[src/rtl/imem_boot_ctrl_pkg.sv]
// ---------------------------------------------------------------------------
// imem_ctrl_defs : shared definitions for the instruction-memory boot
// controller (imem_boot_ctrl) and its read-port multiplexer (imem_port_mux).
//
// Contents:
//   DEF_DEPTH / DEF_ADDR_W : default memory depth (words) and word-index width
//   NOP_INSTR_DEF          : addi x0,x0,0, fed to the CPU while it is stalled
//   state_e                : controller state encoding
//   xor_fold               : checksum accumulation step
//
// Optional feature macro: IMEM_VERIFY_EN adds the VERIFY and ERROR states.
// ---------------------------------------------------------------------------
package imem_ctrl_defs;

  localparam int          DEF_DEPTH     = 256;
  localparam int          DEF_ADDR_W    = 8;
  localparam logic [31:0] NOP_INSTR_DEF = 32'h0000_0013;

  typedef enum logic [2:0] {
    ST_IDLE   = 3'd0,
    ST_LOAD   = 3'd1,
`ifdef IMEM_VERIFY_EN
    ST_VERIFY = 3'd3,
    ST_ERROR  = 3'd4,
`endif
    ST_RUN    = 3'd2
  } state_e;

  // One step of the running XOR checksum over program words.
  function automatic logic [31:0] xor_fold(input logic [31:0] acc,
                                           input logic [31:0] word);
    return acc ^ word;
  endfunction

endpackage

[src/rtl/imem_port_mux.sv]
// ---------------------------------------------------------------------------
// imem_port_mux : read-port owner selection for the instruction memory.
//
// In RUN the CPU owns the read port: the fetch byte address is turned into a
// word index and the memory data goes straight to the CPU. In every other
// state the controller owns the address and the CPU sees a NOP.
//
// Ports:
//   state      in   controller state
//   ctrl_addr  in   controller-owned read word index
//   pc         in   CPU fetch byte address
//   imem_rdata in   combinational memory read data
//   imem_addr  out  memory read word index
//   instr      out  instruction delivered to the CPU
// ---------------------------------------------------------------------------
module imem_port_mux
  import imem_ctrl_defs::*;
#(
  parameter int          ADDR_W    = DEF_ADDR_W,
  parameter logic [31:0] NOP_INSTR = NOP_INSTR_DEF
) (
  input  state_e            state,
  input  logic [ADDR_W-1:0] ctrl_addr,
  input  logic [31:0]       pc,
  input  logic [31:0]       imem_rdata,
  output logic [31:0]       imem_addr,
  output logic [31:0]       instr
);

  // Byte-offset bits of the fetch address carry no information for a
  // word-addressed memory.
  logic unused_pc_lsb;
  assign unused_pc_lsb = ^pc[1:0];

  // Select read address and delivered instruction from the current owner.
  always_comb begin
    imem_addr = 32'(ctrl_addr);
    instr     = NOP_INSTR;
    if (state == ST_RUN) begin
      imem_addr = {2'b00, pc[31:2]};
      instr     = imem_rdata;
    end else begin
      imem_addr = 32'(ctrl_addr);
      instr     = NOP_INSTR;
    end
  end

endmodule

[src/rtl/imem_boot_ctrl.sv]
// ---------------------------------------------------------------------------
// imem_boot_ctrl : boot / program-load controller for the instruction memory
// of a single-cycle RISC-V core.
//
// A load is started by a one-cycle start pulse carrying prog_len. Program
// words then arrive on a valid/ready stream and are written one per handshake
// through the memory write port, starting at word 0. The CPU is stalled (and
// fed NOPs) until the load completes; afterwards the read port belongs to the
// CPU fetch PC. A start pulse while running (or idle / in error) reloads.
//
// Optional feature macro: IMEM_VERIFY_EN
//   Written words are XOR-checksummed; after the last word the memory is read
//   back (one word per cycle) and its checksum compared. A mismatch parks the
//   controller in ERROR (err=1, CPU stalled) until the next start or reset.
//   Without the macro, LOAD goes straight to RUN and err is constant 0.
//
// Ports:
//   clock, reset       rising-edge clock, asynchronous active-high reset
//   start, prog_len    load request pulse and word count (sampled on start)
//   in_valid/in_data   program word stream, in_ready accepts a word
//   pc                 CPU fetch byte address
//   imem_addr          memory read word index
//   imem_wreg/wdata/we memory write port
//   imem_rdata         combinational memory read data
//   instr, cpu_stall   instruction to the CPU and PC-hold request
//   busy, done, err    status; load_count = words written in this load
// ---------------------------------------------------------------------------
module imem_boot_ctrl
  import imem_ctrl_defs::*;
#(
  parameter int          DEPTH     = DEF_DEPTH,
  parameter int          ADDR_W    = DEF_ADDR_W,
  parameter logic [31:0] NOP_INSTR = NOP_INSTR_DEF
) (
  input  logic              clock,
  input  logic              reset,
  input  logic              start,
  input  logic [ADDR_W:0]   prog_len,
  input  logic              in_valid,
  input  logic [31:0]       in_data,
  output logic              in_ready,
  input  logic [31:0]       pc,
  output logic [31:0]       imem_addr,
  output logic [31:0]       imem_wreg,
  output logic [31:0]       imem_wdata,
  output logic              imem_we,
  input  logic [31:0]       imem_rdata,
  output logic [31:0]       instr,
  output logic              cpu_stall,
  output logic              busy,
  output logic              done,
  output logic [ADDR_W:0]   load_count,
  output logic              err
);

  localparam logic [ADDR_W:0] DEPTH_L = (ADDR_W + 1)'(DEPTH);
  localparam logic [ADDR_W:0] LEN_ONE = (ADDR_W + 1)'(1);
  localparam logic [ADDR_W:0] LEN_ZERO = (ADDR_W + 1)'(0);

  state_e              state_q, state_d;
  logic [ADDR_W:0]     len_q, len_d;
  logic [ADDR_W-1:0]   waddr_q, waddr_d;
  logic [ADDR_W:0]     load_count_q, load_count_d;
  logic [ADDR_W:0]     last_idx;
  logic [ADDR_W:0]     clamped_len;
  logic [ADDR_W-1:0]   ctrl_addr;

`ifdef IMEM_VERIFY_EN
  logic [31:0]         csum_w_q, csum_w_d;
  logic [31:0]         csum_r_q, csum_r_d;
  logic [ADDR_W:0]     vaddr_q, vaddr_d;
`endif

  // The clamp keeps every write index below DEPTH, so waddr never wraps.
  assign clamped_len = (prog_len > DEPTH_L) ? DEPTH_L : prog_len;
  assign last_idx    = len_q - LEN_ONE;
  assign load_count  = load_count_q;

  // Next-state, counters, checksums and write-port drive.
  always_comb begin
    state_d      = state_q;
    len_d        = len_q;
    waddr_d      = waddr_q;
    load_count_d = load_count_q;
`ifdef IMEM_VERIFY_EN
    csum_w_d     = csum_w_q;
    csum_r_d     = csum_r_q;
    vaddr_d      = vaddr_q;
`endif
    in_ready     = 1'b0;
    imem_we      = 1'b0;
    imem_wreg    = 32'h0000_0000;
    imem_wdata   = 32'h0000_0000;
    ctrl_addr    = '0;

    case (state_q)
      ST_LOAD: begin
        in_ready = 1'b1;
        if (in_valid) begin
          // Write lands on this edge; start is deliberately ignored here.
          imem_we      = 1'b1;
          imem_wreg    = 32'(waddr_q);
          imem_wdata   = in_data;
          waddr_d      = waddr_q + 1'b1;
          load_count_d = load_count_q + LEN_ONE;
`ifdef IMEM_VERIFY_EN
          csum_w_d     = xor_fold(csum_w_q, in_data);
`endif
          if (load_count_q == last_idx) begin
`ifdef IMEM_VERIFY_EN
            state_d  = ST_VERIFY;
            vaddr_d  = LEN_ZERO;
            csum_r_d = 32'h0000_0000;
`else
            state_d  = ST_RUN;
`endif
          end else begin
            state_d = ST_LOAD;
          end
        end else begin
          imem_we = 1'b0;
        end
      end

`ifdef IMEM_VERIFY_EN
      ST_VERIFY: begin
        // Read back one word per cycle and fold it into the read checksum.
        ctrl_addr = vaddr_q[ADDR_W-1:0];
        csum_r_d  = xor_fold(csum_r_q, imem_rdata);
        vaddr_d   = vaddr_q + LEN_ONE;
        if (vaddr_q == last_idx) begin
          if (csum_r_d == csum_w_q) begin
            state_d = ST_RUN;
          end else begin
            state_d = ST_ERROR;
          end
        end else begin
          state_d = ST_VERIFY;
        end
      end
`endif

      ST_IDLE,
`ifdef IMEM_VERIFY_EN
      ST_ERROR,
`endif
      ST_RUN: begin
        // Any state that is not loading accepts a (re)load request.
        if (start) begin
          if (prog_len != LEN_ZERO) begin
            len_d        = clamped_len;
            waddr_d      = '0;
            load_count_d = LEN_ZERO;
`ifdef IMEM_VERIFY_EN
            csum_w_d     = 32'h0000_0000;
`endif
            state_d      = ST_LOAD;
          end else begin
            state_d = ST_RUN;
          end
        end else begin
          state_d = state_q;
        end
      end

      default: begin
        state_d = ST_IDLE;
      end
    endcase
  end

  // Status flags decoded from the state so reset takes effect immediately.
  always_comb begin
    cpu_stall = (state_q != ST_RUN);
    done      = (state_q == ST_RUN);
`ifdef IMEM_VERIFY_EN
    busy      = (state_q == ST_LOAD) || (state_q == ST_VERIFY);
    err       = (state_q == ST_ERROR);
`else
    busy      = (state_q == ST_LOAD);
    err       = 1'b0;
`endif
  end

  // State and counter registers.
  always_ff @(posedge clock or posedge reset) begin
    if (reset) begin
      state_q      <= ST_IDLE;
      len_q        <= LEN_ZERO;
      waddr_q      <= '0;
      load_count_q <= LEN_ZERO;
`ifdef IMEM_VERIFY_EN
      csum_w_q     <= 32'h0000_0000;
      csum_r_q     <= 32'h0000_0000;
      vaddr_q      <= LEN_ZERO;
`endif
    end else begin
      state_q      <= state_d;
      len_q        <= len_d;
      waddr_q      <= waddr_d;
      load_count_q <= load_count_d;
`ifdef IMEM_VERIFY_EN
      csum_w_q     <= csum_w_d;
      csum_r_q     <= csum_r_d;
      vaddr_q      <= vaddr_d;
`endif
    end
  end

  imem_port_mux #(
    .ADDR_W    (ADDR_W),
    .NOP_INSTR (NOP_INSTR)
  ) u_port_mux (
    .state      (state_q),
    .ctrl_addr  (ctrl_addr),
    .pc         (pc),
    .imem_rdata (imem_rdata),
    .imem_addr  (imem_addr),
    .instr      (instr)
  );

endmodule

[config.mk]
export PLATFORM = sky130hd
export DESIGN_NAME = imem_boot_ctrl
export DESIGN_NICKNAME = d
export VERILOG_FILES = /design/src/rtl/imem_boot_ctrl_pkg.sv /design/src/rtl/imem_port_mux.sv /design/src/rtl/imem_boot_ctrl.sv
export SDC_FILE = /design/constraint.sdc
export NUM_CORES = 1
export LEC_CHECK = 0
export CELL_PAD_IN_SITES_DETAIL_PLACEMENT = 0
export CELL_PAD_IN_SITES_GLOBAL_PLACEMENT = 1
export CORE_MARGIN = 4
export CORE_UTILIZATION = 20
export CTS_CLUSTER_SIZE = 14
export DETAILED_ROUTE_END_ITERATION = 10
export GPL_TIMING_DRIVEN = 0
export PLACE_DENSITY_LB_ADDON = 0.1
export SETUP_SLACK_MARGIN = 0.02
export SYNTH_ARGS = -nofsm -noshare
export SYNTH_HDL_FRONTEND = slang
export SYNTH_SLANG_ARGS = --single-unit
[constraint.sdc]
create_clock -name clock -period 2.25 [get_ports clock]
set_clock_uncertainty 0.15 [all_clocks]
set_input_delay 0.225 -clock clock [delete_from_list [all_inputs] [get_ports clock]]
set_output_delay 0.225 -clock clock [all_outputs]
set_load 0.01 [all_outputs]
==> impl_metrics.json <==
{
  "area_delta_synth_final_pct": 107.9,
  "cp_top_family": "buffers and inverters",
  "worst-path-buf-inv": 2,
  "tightest_slew_ns": 1.112,
  "instances_no_fill": 754,
  "crit_chain": "and3b_2, buf_6, and2_1, clkdlybuf4s50_1",
  "n_antenna_cell": 0,
  "gp_congestion": 0.7347,
  "cp.arrival_ns": 1.79,
  "drive_gt1_share_pct": 12.20,
  "via_per_inst": 4.027,
  "start_util_pct": 20.52,
  "clk_pin_slew_worst_paths_ns": 0.07,
  "antenna_found_initial": 0,
  "vias": 3036,
  "io_pins": 252,
  "start_kind": "flip-flop",
  "grt_max_degree": 29,
  "crit_required_ns": 1.88,
  "syn_avg_cell_area_um2": 8.056,
  "setup_tns_ns": 0,
  "port_buffers": 222,
  "end_kind": "output pin",
  "synth.yosys.warnings": 0,
  "hpwl_um": 8982,
  "cts_tree": "built",
  "synth_top_area_share_pct": 26.85,
  "synth_enable_flop_cells": 0,
  "clockRootBuffer": "clkbuf_16",
  "critical_path.max_stage_delay_ns": 0.53,
  "power_density_nw_per_um2": 574.0,
  "drt-total-wl_um": 10740,
  "first_iter_violations": 144,
  "synth.largest_area_cell": "dfrtp_1",
  "mostFrequentLayoutCell": "clkdlybuf4s50_1",
  "rsz0062_at_grt": "yes",
  "cts_hold_buf": 0,
  "setup_viol": 0,
  "ys_seq_elements": 28,
  "fp.dieW_um": 122.2,
  "dp.cells": 744,
  "die_h_um": 122.2,
  "core_um2": 12720,
  "p_sw_share_pct": 38.91,
  "cts_made_buffers": 3,
  "final_nets": 695,
  "post_drt_wl_per_cell_um": 14.24,
  "max_cap_violations": 0,
  "p_total_uw": 3114,
  "final_cell_mix": "clkdlybuf4s50_1 (125), and2_1 (100), dlymetal6s2s_1 (52)",
  "synthTopCellsByArea": "dfrtp_1 (27%), and2_1 (24%), buf_4 (8.3%)",
  "internal-power_uw": 1902,
  "overflow": 0,
  "clockPowerShare_pct": 14.5,
  "ant_nets": 0,
  "p_sw_uw": 1212,
  "grt_pass1_vias": 3029,
  "ctsHtreeMaxLevel": 1,
  "peakVddDrop_v": 0.0002579,
  "track_usage_pct": 13.02,
  "synth.cell_area_um2": 2610,
  "fin_crit_sh_pct": 96.23,
  "seq_power_share_pct": 31.3,
  "path_class": "reg -> out",
  "ys.flop_type": "dfrtp_1",
  "fmax_mhz": 461.9,
  "syn_inst": 324,
  "clock_latency_ns": 0.27,
  "std_cell_rows": 41,
  "cts_buffer_depth": 2,
  "cp_max_fo": 10,
  "drc": 0,
  "firstDrtPassIters": 4,
  "crit_slowest_cell": "clkdlybuf4s50_1",
  "layout_min_cycle_time_ns": 2.165,
  "slew_viol_final": 0,
  "cts_num_sinks": 28,
  "hold_viol_final": 0,
  "grt_pass1_wl_um": 15700,
  "ys_async_sr_fraction_pct": 100.0,
  "slew_headroom_pct": 25.76,
  "yosysUniqueCellTypes": 46,
  "ys_seq_area_share_pct": 26.85,
  "leakage_uw": 0.003307,
  "p_comb_share_pct": 54.2,
  "holdCritPathClass": "reg -> reg",
  "die_area_um2": 14940,
  "status": "completed"
}
==> what timing repair did <==
item                                    CTS  global route
endpoints found under the setup margin  103            67
gates resized for setup                  74            62
cloned                                    1             0
setup buffers                             4             1
pin swaps                                 1             0
==> metrics by stage <==
step	hold slack (ns)	setup WS, ns	util [%]	instance area [um2]
floorplan	0.1404	0.4069	-	2708
global placement	0.3743	-0.3601	40.44	5145
detailed placement	0.3729	-0.3680	40.44	5145
CTS	0.3896	0.01467	41.41	5269
global route	0.4041	0.01978	42.64	5425
finish	0.3877	0.08486	42.64	5425
==> worst paths after layout <==
path	start	to	slack, ns	cells after the start
min in group asynchronous	reset	load_count[0]	0.40	2
max reg2reg	len_q[0]	state_q[0]	0.16	7
min	len_q[8]	len_q[8]	0.39	1
min reg2reg	len_q[8]	len_q[8]	0.39	1
max in group asynchronous	reset	state_q[1]	0.81	2
max	state_q[1]	imem_wreg[7]	0.08	4
==> sequential cells by signal, indices dropped and copies added, names as in the netlist <==
signal	flops
load_count	9
waddr_q	8
len_q	9
state_q	2
==> power by group through the flow <==
stage,clock (uW),sequential (uW),combinational (uW)
final,452,975,1690
after global routing,475,1020,1880
after CTS,460,969,1690
after detailed placement,0,981,1690
after global placement,0,975,1670
after floorplan,0,910,1000
==> routing by layer <==
metal	global-route usage, %	share of wire [%]	vias up	wire [um]
met1	15.24	39	1339	4180
met2	22.88	47	177	5084
li1	-	-	1516	-
met3	5.115	13	4	1408
met4	2.099	0.61	0	66
met5	0	0	-	0
==> cell usage after synthesis (2+ instances only) <==
cell type / count
xnor2_2: 2
nor3_1: 9
nor2_1: 18
dfrtp_1: 28
ha_1: 3
nor2b_1: 3
inv_1: 4
nor3b_1: 3
mux2i_1: 2
or2_2: 4
buf_4: 29
o311ai_0: 2
nand2b_1: 12
nand3b_1: 2
nor4_1: 4
buf_1: 2
nand3_1: 5
a22o_1: 4
clkbuf_1: 12
and2_1: 100
nand4_1: 7
a21oi_1: 2
xnor2_1: 16
xor2_1: 4
nor4b_1: 2
nand2_1: 15
o21ai_0: 11
==> final cells by class <==
type,count,area [um2]
Clock buffer,4,88.84
Fill cell,1340,7297
Sequential cell,28,703.2
Timing Repair Buffer,227,2333
Inverter,4,17.52
Timing Repair inverter,1,7.507
Buffer,46,345.3
Multi-Input combinational cell,272,1714
Tap cell,172,215.2
==> worst reg2reg max path, delay by kind of cell, from the launching register on <==
family          cells  cell delay (ns)
flops               1             0.43
fa+ha+maj           1             0.18
compound gates      3             0.75
simple gates        2             0.38
buf+inv             1             0.08
==> cells by family after synthesis <==
group           synth area share (%)
xor+xnor                       7.957
flops                          26.85
buf+inv                        12.08
compound gates                 6.424
simple gates                   44.34
mux                           0.7670
fa+ha+maj                      1.438
other cells                   0.1437
Power figures use the tool's default switching activity.
